==> src/rtl/trng_ehr_collector.sv <==
// TRNG entropy collector: samples the ring-oscillator bit, optionally von Neumann corrects it, fills the EHR.
// Define TRNG_EHR_192_BITS_EN for a 192-bit EHR (six words); the default build uses 128 bits (four words).
//   state   | meaning
//   IDLE    | collection disabled, EHR and counts retained
//   COLLECT | period counter running, strobes shift bits into the EHR
//   FULL    | EHR complete, held until consumed
module trng_ehr_collector #(
  parameter int SAMPLE_CNT_W = 32
) (
  input  logic                    rng_clk,
  input  logic                    rst,
  input  logic                    rnd_bit_in,
  input  logic                    rnd_src_en,
  input  logic [SAMPLE_CNT_W-1:0] sample_cnt1,
  input  logic                    vnc_bypass,
  input  logic                    rst_trng_logic,
  input  logic                    ehr_rd_done,
  input  logic                    cpu_ehr_wr,
  input  logic [2:0]              ehr_addr,
  input  logic [31:0]             cpu_ehr_wdata,
  output logic [31:0]             ehr_rd_data,
  output logic                    ehr_valid,
  output logic                    ehr_full,
  output logic [7:0]              ehr_bit_cnt
);

`ifdef TRNG_EHR_192_BITS_EN
  localparam int N = 192;
`else
  localparam int N = 128;
`endif
  localparam int W = N / 32;

  typedef enum logic [1:0] {IDLE, COLLECT, FULL} state_t;

  state_t                  state, state_nx;
  logic [N-1:0]            ehr;
  logic [SAMPLE_CNT_W-1:0] per_cnt, per_load;
  logic                    sync1, sync2;
  logic                    pair_flag, first_bit;
  logic                    tick, clr_all, load_per, valid_nx;
  logic                    shift_en, shift_bit, cnt_done, wr_last;

  assign per_load  = (sample_cnt1 == '0) ? SAMPLE_CNT_W'(1) : sample_cnt1;
  assign cnt_done  = (ehr_bit_cnt == 8'(N));
  assign wr_last   = (ehr_addr == 3'(W-1));
  assign ehr_full  = (state == FULL);
  assign shift_en  = vnc_bypass ? 1'b1 : (pair_flag && (first_bit != sync2));
  assign shift_bit = vnc_bypass ? sync2 : first_bit;

  always_ff @(posedge rng_clk or posedge rst) begin
    if (rst) state <= IDLE;
    else     state <= state_nx;
  end

  always_comb begin
    state_nx = state;
    tick     = 1'b0;
    clr_all  = 1'b0;
    load_per = 1'b0;
    valid_nx = 1'b0;
    case (state)
      IDLE: begin
        if (rnd_src_en) begin
          state_nx = COLLECT;
          load_per = 1'b1;
        end
      end
      COLLECT: begin
        if (cnt_done) begin
          state_nx = FULL;
          valid_nx = 1'b1;
        end else if (!rnd_src_en) begin
          state_nx = IDLE;
        end else if (per_cnt <= SAMPLE_CNT_W'(1)) begin
          tick     = 1'b1;
          load_per = 1'b1;
        end
      end
      FULL: begin
        if (ehr_rd_done) begin
          clr_all  = 1'b1;
          state_nx = rnd_src_en ? COLLECT : IDLE;
          load_per = rnd_src_en;
        end
      end
      default: state_nx = IDLE;
    endcase
    // A debug write drops the strobe (the reload stays) and defers fill detection and readout.
    if (cpu_ehr_wr) begin
      tick     = 1'b0;
      valid_nx = 1'b0;
      clr_all  = 1'b0;
      if (state == FULL) begin
        state_nx = FULL;
        load_per = 1'b0;
      end
      if (state == COLLECT && state_nx == FULL) state_nx = COLLECT;
      if (wr_last) state_nx = FULL;
    end
    if (rst_trng_logic) begin
      tick     = 1'b0;
      valid_nx = 1'b0;
      clr_all  = 1'b1;
      state_nx = rnd_src_en ? COLLECT : IDLE;
      load_per = rnd_src_en;
    end
  end

  always_ff @(posedge rng_clk or posedge rst) begin
    if (rst) begin
      sync1       <= 1'b0;
      sync2       <= 1'b0;
      ehr         <= '0;
      ehr_bit_cnt <= '0;
      per_cnt     <= '0;
      pair_flag   <= 1'b0;
      first_bit   <= 1'b0;
      ehr_valid   <= 1'b0;
    end else begin
      sync1     <= rnd_bit_in;
      sync2     <= sync1;
      ehr_valid <= valid_nx;
      if (clr_all) begin
        ehr         <= '0;
        ehr_bit_cnt <= '0;
        pair_flag   <= 1'b0;
        first_bit   <= 1'b0;
      end else begin
        if (cpu_ehr_wr) begin
          for (int k = 0; k < W; k++) begin
            if (ehr_addr == 3'(k)) ehr[32*k +: 32] <= cpu_ehr_wdata;
          end
          if (wr_last) ehr_bit_cnt <= 8'(N);
        end
        if (tick) begin
          pair_flag <= ~pair_flag;
          if (!pair_flag) first_bit <= sync2;
          if (shift_en) begin
            ehr         <= {ehr[N-2:0], shift_bit};
            ehr_bit_cnt <= ehr_bit_cnt + 8'd1;
          end
        end
      end
      if (load_per)                             per_cnt <= per_load;
      else if (clr_all)                         per_cnt <= '0;
      else if (state == COLLECT && per_cnt != '0) per_cnt <= per_cnt - SAMPLE_CNT_W'(1);
    end
  end

  always_comb begin
    ehr_rd_data = '0;
    for (int k = 0; k < W; k++) begin
      if (ehr_addr == 3'(k)) ehr_rd_data = ehr[32*k +: 32];
    end
  end

endmodule

==> config.mk <==
export PLATFORM = sky130hd
export DESIGN_NAME = trng_ehr_collector
export DESIGN_NICKNAME = d
export VERILOG_FILES = /design/src/rtl/trng_ehr_collector.sv
export SDC_FILE = /design/constraint.sdc
export NUM_CORES = 1
export LEC_CHECK = 0
export BUFFER_PORTS_ARGS = -buffer_cell sky130_fd_sc_hd__clkbuf_2
export CAP_MARGIN = 20
export CORE_UTILIZATION = 40
export DETAILED_ROUTE_END_ITERATION = 10
export HOLD_SLACK_MARGIN = 0.06
export SYNTH_ARGS = -nofsm -noshare
export SYNTH_HDL_FRONTEND = slang
export SYNTH_SLANG_ARGS = --single-unit
==> constraint.sdc <==
create_clock -name rng_clk -period 9.3 [get_ports rng_clk]
set_clock_uncertainty 0.15 [all_clocks]
set_input_delay 1.86 -clock rng_clk [delete_from_list [all_inputs] [get_ports rng_clk]]
set_output_delay 1.86 -clock rng_clk [all_outputs]
set_load 0.005 [all_outputs]
==> impl_metrics.py <==
metrics = {
    "status": {
        "status": "complete, no violations",
    },
    "sta": {
        "tightest_slew_ns": 1.23,
        "tns_ns": 0,
        "finalCriticalPeriod_ns": 5.46,
        "report.final.slew_viol_count": 0,
        "hold_violations": 0,
        "maxSlewHeadroom_pct": 17.9,
        "fin_ws_ns": 3.84,
        "rsz0062_at_grt": "false",
        "setup_viol": 0,
        "fmax_mhz": 183,
        "fin_hold_ws_ns": 0.240,
        "period_share_pct": 58.7,
    },
    "global_routing": {
        "grt-ovfl-total": 0,
        "grtUsageTotal_pct": 20.4,
        "grt_antenna_before_repair": 2,
        "grt_max_degree": 216,
        "grt_pass1_vias": 8196,
        "grt_pass1_wl_um": 46300,
    },
    "clocking": {
        "post-cts-setup-buffer-count": 0,
        "numCtsBuffers": 17,
        "cts_buffer_depth": 2,
        "cts-root-buf": "clkbuf_16",
        "cts-resized-gates": 0,
        "hold_buffers": 0,
        "cts_tree": "built",
        "clk_pin_slew_ns": 0.07,
        "htreeDepth": 4,
        "clock_latency_ns": 0.44,
        "clock_sink_count": 175,
    },
    "synthesis": {
        "yosysTopAreaCellShare_pct": 38.9,
        "ys.flop_type": "dfrtp_1",
        "syn_inst": 1053,
        "synth_largest_area_cell": "dfrtp_1",
        "async_reset_ff_share_pct": 100,
        "synth_edf_count": 0,
        "synth.distinct_cells": 60,
        "ys_warn_count": 0,
        "synth_commonest_cells": "nor2_1 (181), dfrtp_1 (175), a211oi_2 (131), mux2i_1 (129), clkbuf_1 (47)",
        "syn_nets": 1133,
        "mappedNetlistArea_um2": 11300,
        "synth_seq_cells": 175,
        "synthTopCellsByArea": "dfrtp_1 (39%), a211oi_2 (15%), mux2i_1 (11%)",
        "yosysSeqAreaShare_pct": 38.9,
        "avgSynthCellArea_um2": 10.7,
        "yosysMostFrequentCell": "nor2_1",
    },
    "floorplan": {
        "num_rows": 61,
        "die_area_um2": 28800,
        "io_pins": 117,
        "core_um2": 27700,
        "chipWidth_um": 170,
        "start_util_pct": 40.7,
        "die_y_um": 170,
    },
    "worst_hold_path": {
        "min-delay-path-class": "reg -> reg",
        "hold_start": "sync1$_DFF_PP0_",
    },
    "final_layout": {
        "drive_gt1_share_pct": 31.2,
        "finalNonFillerCells": 1505,
        "fin_util_pct": 45.7,
        "synthToLayoutAreaGrowth_pct": 12.5,
        "nNetsFinal": 1193,
    },
    "power_and_ir_drop": {
        "ir_drop_mv": 0.0989,
        "clockPowerShare_pct": 40.7,
        "combPwrFrac_pct": 15.5,
        "p_leak_nw": 5.53,
        "power_density_nw_per_um2": 150,
        "internal_power_w": 0.00135,
        "switching_share_pct": 29.4,
        "switching_power_w": 0.000561,
        "seq_power_share_pct": 43.7,
    },
    "flow_run": {
        "maxCapViolations": 0,
    },
    "worst_setup_path": {
        "cp-startpoint": "ehr_addr[0]",
        "cp_common_cell": "clkbuf_2",
        "slowest_stage": "buf_4",
        "path_buf_inv": 3,
        "crit_family": "buffers and inverters",
        "r2r_start": "ehr_bit_cnt[0]$_DFF_PP0_",
        "required_ns": 7.29,
        "endpoint_kind": "output port",
        "crit_fanout": 36,
        "path_cells": "clkbuf_2 > buf_4 > mux4_2 > nor2b_1 > clkbuf_2",
        "cpPeakStageDelay_ns": 0.58,
        "cp.arrival_ns": 3.45,
        "crit_type": "in -> out",
        "startpoint_type": "primary input",
    },
    "routing": {
        "routed_via_density": 5.67,
        "wl_um": 28500,
        "wl_per_cell_um": 18.9,
        "drt_iter0_drc": 701,
        "num_vias": 8534,
        "ant_nets": 0,
        "drtPass1Iterations": 6,
        "route.detailed.drc": 0,
    },
    "placed_design": {
        "dp_hpwl_um": 18000,
        "place_ws_ns": 3.79,
        "gp_congestion": 0.780,
        "dpl.cell_count": 1469,
        "place.port_buffers": 116,
    },
}
power by group through the flow:
stage / sequential (W) / clock (W) / combinational [W]
after CTS: 0.000833 / 0.000798 / 0.000295
after global routing: 0.000840 / 0.000829 / 0.000328
after global placement: 0.000847 / 0 / 0.000290
final: 0.000834 / 0.000777 / 0.000296
after detailed placement: 0.000848 / 0 / 0.000295
after floorplan: 0.000833 / 0 / 0.000219
state kept, by name, indices dropped and copies added, names as in the netlist, 2 cells and up:
register     flops
ehr            128
per_cnt         32
ehr_bit_cnt      8
state            2
final timing paths:
| check | endpoint | slack (ns) | cells after the start |
|---|---|---|---|
| max in group asynchronous | ehr[119]$_DFF_PP0_ | 6.04 | 4 |
| worst max register to register | ehr[103]$_DFF_PP0_ | 5.50 | 9 |
| worst max-delay path | ehr_rd_data[28] | 3.84 | 5 |
| worst min register to register | sync2$_DFF_PP0_ | 0.24 | 0 |
| worst min-delay path | sync2$_DFF_PP0_ | 0.24 | 0 |
| min in group asynchronous | ehr[6]$_DFF_PP0_ | 1.29 | 2 |
metal layers:
metal  vias to the layer above  track usage (%)  share of wire (%)
met5                         -                0              0.039
met4                         2             4.78                1.0
met3                        20             3.21                4.0
met2                       189             32.4                 48
met1                      4243             29.0                 47
li1                       4080                -                  -
logic make-up after synthesis:
family,Yosys count,synth area share (%)
flops,175,38.9
mux,161,17.9
fa+ha+maj,5,0.555
buf+inv,101,4.68
compound gates,236,21.4
simple gates,373,16.5
xor+xnor,2,0.156
placed cells by master, fill, tap and decap left out, types with 6 or more instances in the layout:
master	Yosys	layout
a211oi_1	25	25
nand3_1	26	26
nand4_1	11	11
nor2_1	181	181
a22oi_1	23	23
buf_4	1	11
a31oi_1	6	6
mux2i_1	129	129
nand2b_1	6	6
a21oi_1	15	15
dfrtp_1	175	175
clkbuf_16	0	17
nor3_1	29	28
a211oi_2	131	131
inv_1	11	10
o21ai_0	9	9
mux4_2	32	32
clkbuf_2	0	116
nand2_1	20	19
nor4_1	17	17
nor2b_1	37	37
stage by stage:
step                cell area [µm²]  total power [W]
CTS                           12600          0.00193
global placement              12000          0.00114
finish                        12700          0.00191
floorplan                     11300          0.00105
global route                  12700          0.00200
detailed placement            12000          0.00114
layout make-up:
| type | instances | area, µm² |
|---|---|---|
| multi-input combinational | 777 | 6400 |
| clock inverter | 12 | 176 |
| fill | 2668 | 15000 |
| sequential | 175 | 4380 |
| clock buffer | 20 | 447 |
| inverter | 11 | 46.3 |
| tap | 378 | 473 |
| timing repair buffer | 131 | 746 |
| antenna | 1 | 2.50 |
No activity file was read; power rests on OpenSTA's default activity.
